--- src/rtl/lock_key_loader.sv ---
// Serial key loader for the XOR-locked c432 core: shifts in a key frame LSB first,
// verifies it and holds the key on keyinput. Optional parity check: KEYLD_PARITY_EN.
module lock_key_loader #(
  parameter int KEY_W = 32
) (
  input  logic             clk,
  input  logic             rst,
  input  logic             key_start,
  input  logic             key_clear,
  input  logic             key_sdi,
  input  logic             key_sden,
  output logic [KEY_W-1:0] keyinput,
  output logic             key_valid,
  output logic             key_err,
  output logic             busy
);

`ifdef KEYLD_PARITY_EN
  localparam int FRAME_W = KEY_W + 1;
`else
  localparam int FRAME_W = KEY_W;
`endif
  localparam int CNT_W = $clog2(FRAME_W + 1);
  localparam logic [CNT_W-1:0] LAST_BIT = CNT_W'(FRAME_W - 1);
  localparam logic [CNT_W-1:0] KEY_BITS = CNT_W'(KEY_W);

  typedef enum logic [2:0] {
    S_IDLE, S_SHIFT, S_CHECK, S_LOCKED, S_ERROR
  } state_e;

  state_e           state_q, state_d;
  logic [CNT_W-1:0] cnt_q, cnt_d;
  logic [KEY_W-1:0] shadow_q, shadow_d;
  logic [KEY_W-1:0] active_q, active_d;
  logic             key_valid_q, key_valid_d;
  logic             busy_q, busy_d;
  logic             check_ok;

`ifdef KEYLD_PARITY_EN
  logic parity_q, parity_d;
  logic key_err_q, key_err_d;
  // Even parity over the whole frame: the accumulated XOR must be zero.
  assign check_ok = ~parity_q;
`else
  assign check_ok = 1'b1;
`endif

  always_comb begin
    state_d  = state_q;
    cnt_d    = cnt_q;
    shadow_d = shadow_q;
    active_d = active_q;
`ifdef KEYLD_PARITY_EN
    parity_d = parity_q;
`endif
    if (key_clear) begin
      state_d  = S_IDLE;
      active_d = '0;
    end else if (key_start) begin
      // Any restart re-locks the core until the new frame verifies.
      state_d  = S_SHIFT;
      cnt_d    = '0;
      shadow_d = '0;
      active_d = '0;
`ifdef KEYLD_PARITY_EN
      parity_d = 1'b0;
`endif
    end else begin
      unique case (state_q)
        S_SHIFT: begin
          if (key_sden) begin
            if (cnt_q < KEY_BITS)
              shadow_d = {key_sdi, shadow_q[KEY_W-1:1]};
`ifdef KEYLD_PARITY_EN
            parity_d = parity_q ^ key_sdi;
`endif
            cnt_d = cnt_q + 1'b1;
            if (cnt_q == LAST_BIT)
              state_d = S_CHECK;
          end
        end
        S_CHECK: begin
          if (check_ok) begin
            active_d = shadow_q;
            state_d  = S_LOCKED;
          end else begin
            state_d  = S_ERROR;
          end
        end
        default: ;
      endcase
    end

    // Status flags are registered from the next state so they track it exactly.
    key_valid_d = (state_d == S_LOCKED);
    busy_d      = (state_d == S_SHIFT) || (state_d == S_CHECK);
`ifdef KEYLD_PARITY_EN
    key_err_d   = (state_d == S_ERROR);
`endif
  end

  always_ff @(posedge clk) begin
    if (rst) begin
      state_q     <= S_IDLE;
      cnt_q       <= '0;
      shadow_q    <= '0;
      active_q    <= '0;
      key_valid_q <= 1'b0;
      busy_q      <= 1'b0;
`ifdef KEYLD_PARITY_EN
      parity_q    <= 1'b0;
      key_err_q   <= 1'b0;
`endif
    end else begin
      state_q     <= state_d;
      cnt_q       <= cnt_d;
      shadow_q    <= shadow_d;
      active_q    <= active_d;
      key_valid_q <= key_valid_d;
      busy_q      <= busy_d;
`ifdef KEYLD_PARITY_EN
      parity_q    <= parity_d;
      key_err_q   <= key_err_d;
`endif
    end
  end

  assign keyinput  = active_q;
  assign key_valid = key_valid_q;
  assign busy      = busy_q;
`ifdef KEYLD_PARITY_EN
  assign key_err   = key_err_q;
`else
  assign key_err   = 1'b0;
`endif

endmodule
--- config.mk ---
export PLATFORM = sky130hd
export DESIGN_NAME = lock_key_loader
export DESIGN_NICKNAME = d
export VERILOG_FILES = /design/src/rtl/lock_key_loader.sv
export SDC_FILE = /design/constraint.sdc
export NUM_CORES = 1
export LEC_CHECK = 0
export CORE_ASPECT_RATIO = 0.8
export CORE_MARGIN = 5
export CORE_UTILIZATION = 40
export DETAILED_ROUTE_END_ITERATION = 6
export HOLD_SLACK_MARGIN = 0.05
export MAX_ROUTING_LAYER = met4
export PLACE_DENSITY = 0.66
export SYNTH_ARGS = -nofsm -noshare
export SYNTH_HDL_FRONTEND = slang
export SYNTH_SLANG_ARGS = --single-unit
export TNS_END_PERCENT = 30
--- constraint.sdc ---
create_clock -name clk -period 2.9 [get_ports clk]
set_clock_uncertainty 0.05 [all_clocks]
set_input_delay 0.87 -clock clk [delete_from_list [all_inputs] [get_ports clk]]
set_output_delay 0.87 -clock clk [all_outputs]
set_load 0.02 [all_outputs]
=== Word-level counts from Yosys, hierarchy flattened ===
Index checks and enable logic that the tools add are counted.
Widths: inputs -> output; s select.

* Add/subtract/negate cells: 1
* $lt $le $gt $ge: 1
* Equality and inequality tests: 6
* Multiplexer cells: 12
* Bitwise gates (word level): 1
* Reduce and logical (&&, ||, !) cells: 7

{| class="wikitable"
|+ Operators by type and width
! operator !! number
|-
| $mux 32 || 4
|-
| $mux 6 || 3
|-
| $mux 3 || 4
|-
| $eq 3x2->1 const B || 3
|-
| $add 6x1->6 const B || 1
|-
| $eq 3x1->1 const B || 2
|-
| $eq 6x5->1 const B || 1
|-
| $lt 6x6->1 const B || 1
|-
| $pmux 3 s2 || 1
|-
| $reduce_bool 2->1 || 3
|-
| $reduce_and 4->1 || 1
|-
| $reduce_and 3->1 || 1
|-
| $reduce_or 3->1 || 1
|-
| $logic_or 1x1->1 || 1
|-
| $not 1->1 || 1
|}

* Bits in registers: 75
* Input port bits: 6
* Output and inout bits: 35
* Word-level logic and storage cells: 34

=== Depth between registers and ports, before layout ===
* Word-level depth: 8
* Depth in mapped cells: 6
* Gate-level depth less buffers: 5

=== Worst setup path before layout ===
Ideal clock, no wire load.

* Path type: in2reg
* Start: in key_sden
* End: reg shadow_q[10]
* Library setup time: 0.117 ns
* Arrival time: 1.784 ns
* Required time: 2.733 ns
* Setup slack: 0.949 ns
* Stages on the path: 5
* Buffers on the path: 1
* Path through: nand4bb_1 o31ai_1 nor2_1 clkbuf_1 a22o_1

* Word-level cells in the longest chain between the ends: 2

{| class="wikitable"
|+ RTL lines
! element !! line !! source
|-
| from (decl) || 11 || <nowiki>input logic key_sden,</nowiki>
|-
| $reduce_bool 2->1 (no line) || -- ||
|-
| $reduce_and 4->1 (no line) || -- ||
|-
| to (signal assigned) || 117 || <nowiki>shadow_q <= shadow_d;</nowiki>
|-
| to (decl) || 33 || <nowiki>logic [KEY_W-1:0] shadow_q, shadow_d;</nowiki>
|}

No other way between the ends.
A chain may end at the register's enable or synchronous reset.

=== Worst setup path after layout ===
* Start: in key_clear
* End: reg shadow_q[10]

* Word-level cells in the longest chain between the ends: 2

{| class="wikitable"
|+ RTL lines
! element !! line !! source
|-
| from (decl) || 9 || <nowiki>input logic key_clear,</nowiki>
|-
| $not 1->1 (no line) || -- ||
|-
| $reduce_and 4->1 (no line) || -- ||
|}

No other way between the ends.

==> results.sh <==
export IMPL_status="complete, no violations"
export IMPL_path_max_fanout=32
export IMPL_synth_commonest_cells="75 x dfxtp_1, 67 x nand2_1, 36 x a21oi_1"
export IMPL_synthToLayoutAreaGrowth_pct=29.0
export IMPL_min_from="keyinput[7]"
export IMPL_fp_dieW_um=99.5
export IMPL_async_flop_share=0
export IMPL_drv_slew=0
export IMPL_r2r_start="state_q[1]"
export IMPL_synth_top_cell_area_share=0.586
export IMPL_coreArea_um2=6310
export IMPL_cts_root_buf="clkbuf_8"
export IMPL_fin_crit_ps=2630
export IMPL_num_rows=26
export IMPL_synth_ff_type="dfxtp_1"
export IMPL_crit_required_ps=3130
export IMPL_synth_area_per_cell_um2=9.42
export IMPL_cts_hold_fix_buffers=0
export IMPL_ant_nets=0
export IMPL_initial_core_util=0.406
export IMPL_critical_path_class="primary input to flip-flop"
export IMPL_netlist_area_um2=2560
export IMPL_grt_pass1_vias=1975
export IMPL_drt_initial_drc_count=86
export IMPL_ios=41
export IMPL_routed_wl_um=5190
export IMPL_clkTransAtPathRegs_ps=80
export IMPL_synth_seq_area_share=0.586
export IMPL_viasPerCell=5.05
export IMPL_grt_overflow_total=0
export IMPL_dp_hpwl_um=3430
export IMPL_synth_nets=279
export IMPL_ys_ff_latch=75
export IMPL_clk_path_buf_depth=2
export IMPL_clk_latency_ps=340
export IMPL_synth_top_area_cell="dfxtp_1"
export IMPL_diodes=0
export IMPL_vias=2029
export IMPL_ys_types=33
export IMPL_dp_cells=386
export IMPL_design_die_area_um2=8120
export IMPL_worstHoldPathType="flip-flop to flip-flop"
export IMPL_port_buffers=39
export IMPL_track_usage=0.142
export IMPL_holdWs_ps=405
export IMPL_synth_edf_count=0
export IMPL_rsz0062_at_grt="no"
export IMPL_cp_end_kind="flip-flop"
export IMPL_period_share=0.907
export IMPL_final_net_count=320
export IMPL_critPathLaunch="key_clear"
export IMPL_dr_pass1_iters=4
export IMPL_avgRoutedWirePerCell_um=12.9
export IMPL_cts_tree="done"
export IMPL_htree_levels=3
export IMPL_vdd_ir_drop_max_uv=311
export IMPL_grt_pass1_wl_um=8930
export IMPL_setup_viol=0
export IMPL_synthTopCellsByArea="dfxtp_1 59%, a22o_1 11%, nand2_1 9.8%, a21oi_1 7.0%, clkbuf_1 1.8%"
export IMPL_drive_gt1_frac=0.0912
export IMPL_grt_max_degree=33
export IMPL_antenna_found_initial=0
export IMPL_instances_no_fill=402
export IMPL_fmax_mhz=380
export IMPL_postCtsSetupBuffers=0
export IMPL_drc=0
export IMPL_synth_most_common_cell="dfxtp_1"
export IMPL_cts_sinks=75
export IMPL_dieHeight_um=81.6
export IMPL_cts_resized=0
export IMPL_synth_cells=272
export IMPL_cp_arrival_ps=2860
export IMPL_slew_headroom=0.189
export IMPL_ys_warn_count=0
export IMPL_powerDensity_nw_per_um2=621
export IMPL_p_leak_nw=1.12
export IMPL_place_gp_congestion=0.807
export IMPL_maxCapViolCount=0
export IMPL_final_hold_viol_count=0
export IMPL_cts_made_buffers=9
export IMPL_cp_start_kind="primary input"
export IMPL_tightestPinTransition_ps=1220
[critical path, cell delays in order]
cell and delay [ps]:
clkdlybuf4s50_1 550, nand2b_1 150, o31ai_1 80, nor2_2 920
a22o_1 280
[layer usage]
metal,global-route usage,vias up,routed length [um]
met3,0.0662,5,278
met4,0.0327,0,30
met1,0.170,954,2610
li1,-,1028,-
met5,-,-,0
met2,0.219,42,2270
[final cells by class]
cell class	count	area, um^2
Fill cell	620	3010
Sequential cell	75	1500
Multi-Input combinational cell	176	983
Clock buffer	10	138
Timing Repair Buffer	47	450
Clock inverter	6	113
Inverter	4	15.0
Tap cell	84	105
[placed cells by master (no fill, tap or decap), types with 2 or more instances in the layout]
cell type | netlist | final
inv_1 | 4 | 4
nor2_2 | 0 | 2
or3_1 | 2 | 2
nand2b_1 | 3 | 3
bufinv_16 | 0 | 3
nor2_1 | 8 | 6
a21oi_1 | 36 | 36
nand3_1 | 3 | 3
nor4_1 | 2 | 2
a22o_1 | 31 | 31
nor3_1 | 3 | 2
clkinvlp_4 | 0 | 3
o21ai_0 | 2 | 2
buf_4 | 1 | 8
clkdlybuf4s50_1 | 0 | 39
clkbuf_8 | 0 | 10
nand2_1 | 67 | 67
o31ai_1 | 2 | 2
dfxtp_1 | 75 | 75
[final timing paths]
kind                            slack (ps)  cells after the start           end
worst min register to register         400                      2   keyinput[7]
worst max register to register         890                      4  shadow_q[10]
worst max-delay path                   270                      5  shadow_q[10]
worst min-delay path                   400                      2   keyinput[7]
[state kept, by name, summed over array words and instances (netlist names)]
| name | count |
|---|---|
| keyinput | 32 |
| shadow_q | 32 |
| cnt_q | 6 |
| state_q | 3 |
| busy | 1 |
| key_valid | 1 |
[stage by stage]
stage	setup slack, ps	util	total power, W	TNS (ps)	area, um^2
final	269	0.524	0.00205	0	3310
after global routing	117	0.524	0.00214	0	3310
after CTS	241	0.524	0.00207	0	3310
after detailed placement	-118	0.484	0.00110	-3360	3060
after global placement	-74.4	0.484	0.00110	-2060	3060
after floorplan	949	-	0.00108	0	2560
[report_power, final]
group,total (W),internal (W),switching (W)
clock,0.000974,0.000594,0.000379
sequential,0.00103,0.00103,0.00000164
combinational,0.0000469,0.0000165,0.0000304
[cells by family (layout without fill, tap and decap cells)]
logic type               after synthesis  in the layout  share of synthesized area
AO/OA/AOI/OAI                         79             79                      0.210
XOR/XNOR                               1              1                    0.00342
adder cells (fa/ha/maj)                1              1                    0.00488
buffers and inverters                 21             67                     0.0342
flip-flops                            75             75                      0.586
other                                  1              1                    0.00146
AND/OR/NAND/NOR                       94             94                      0.160
Power figures use the tool's default switching activity.
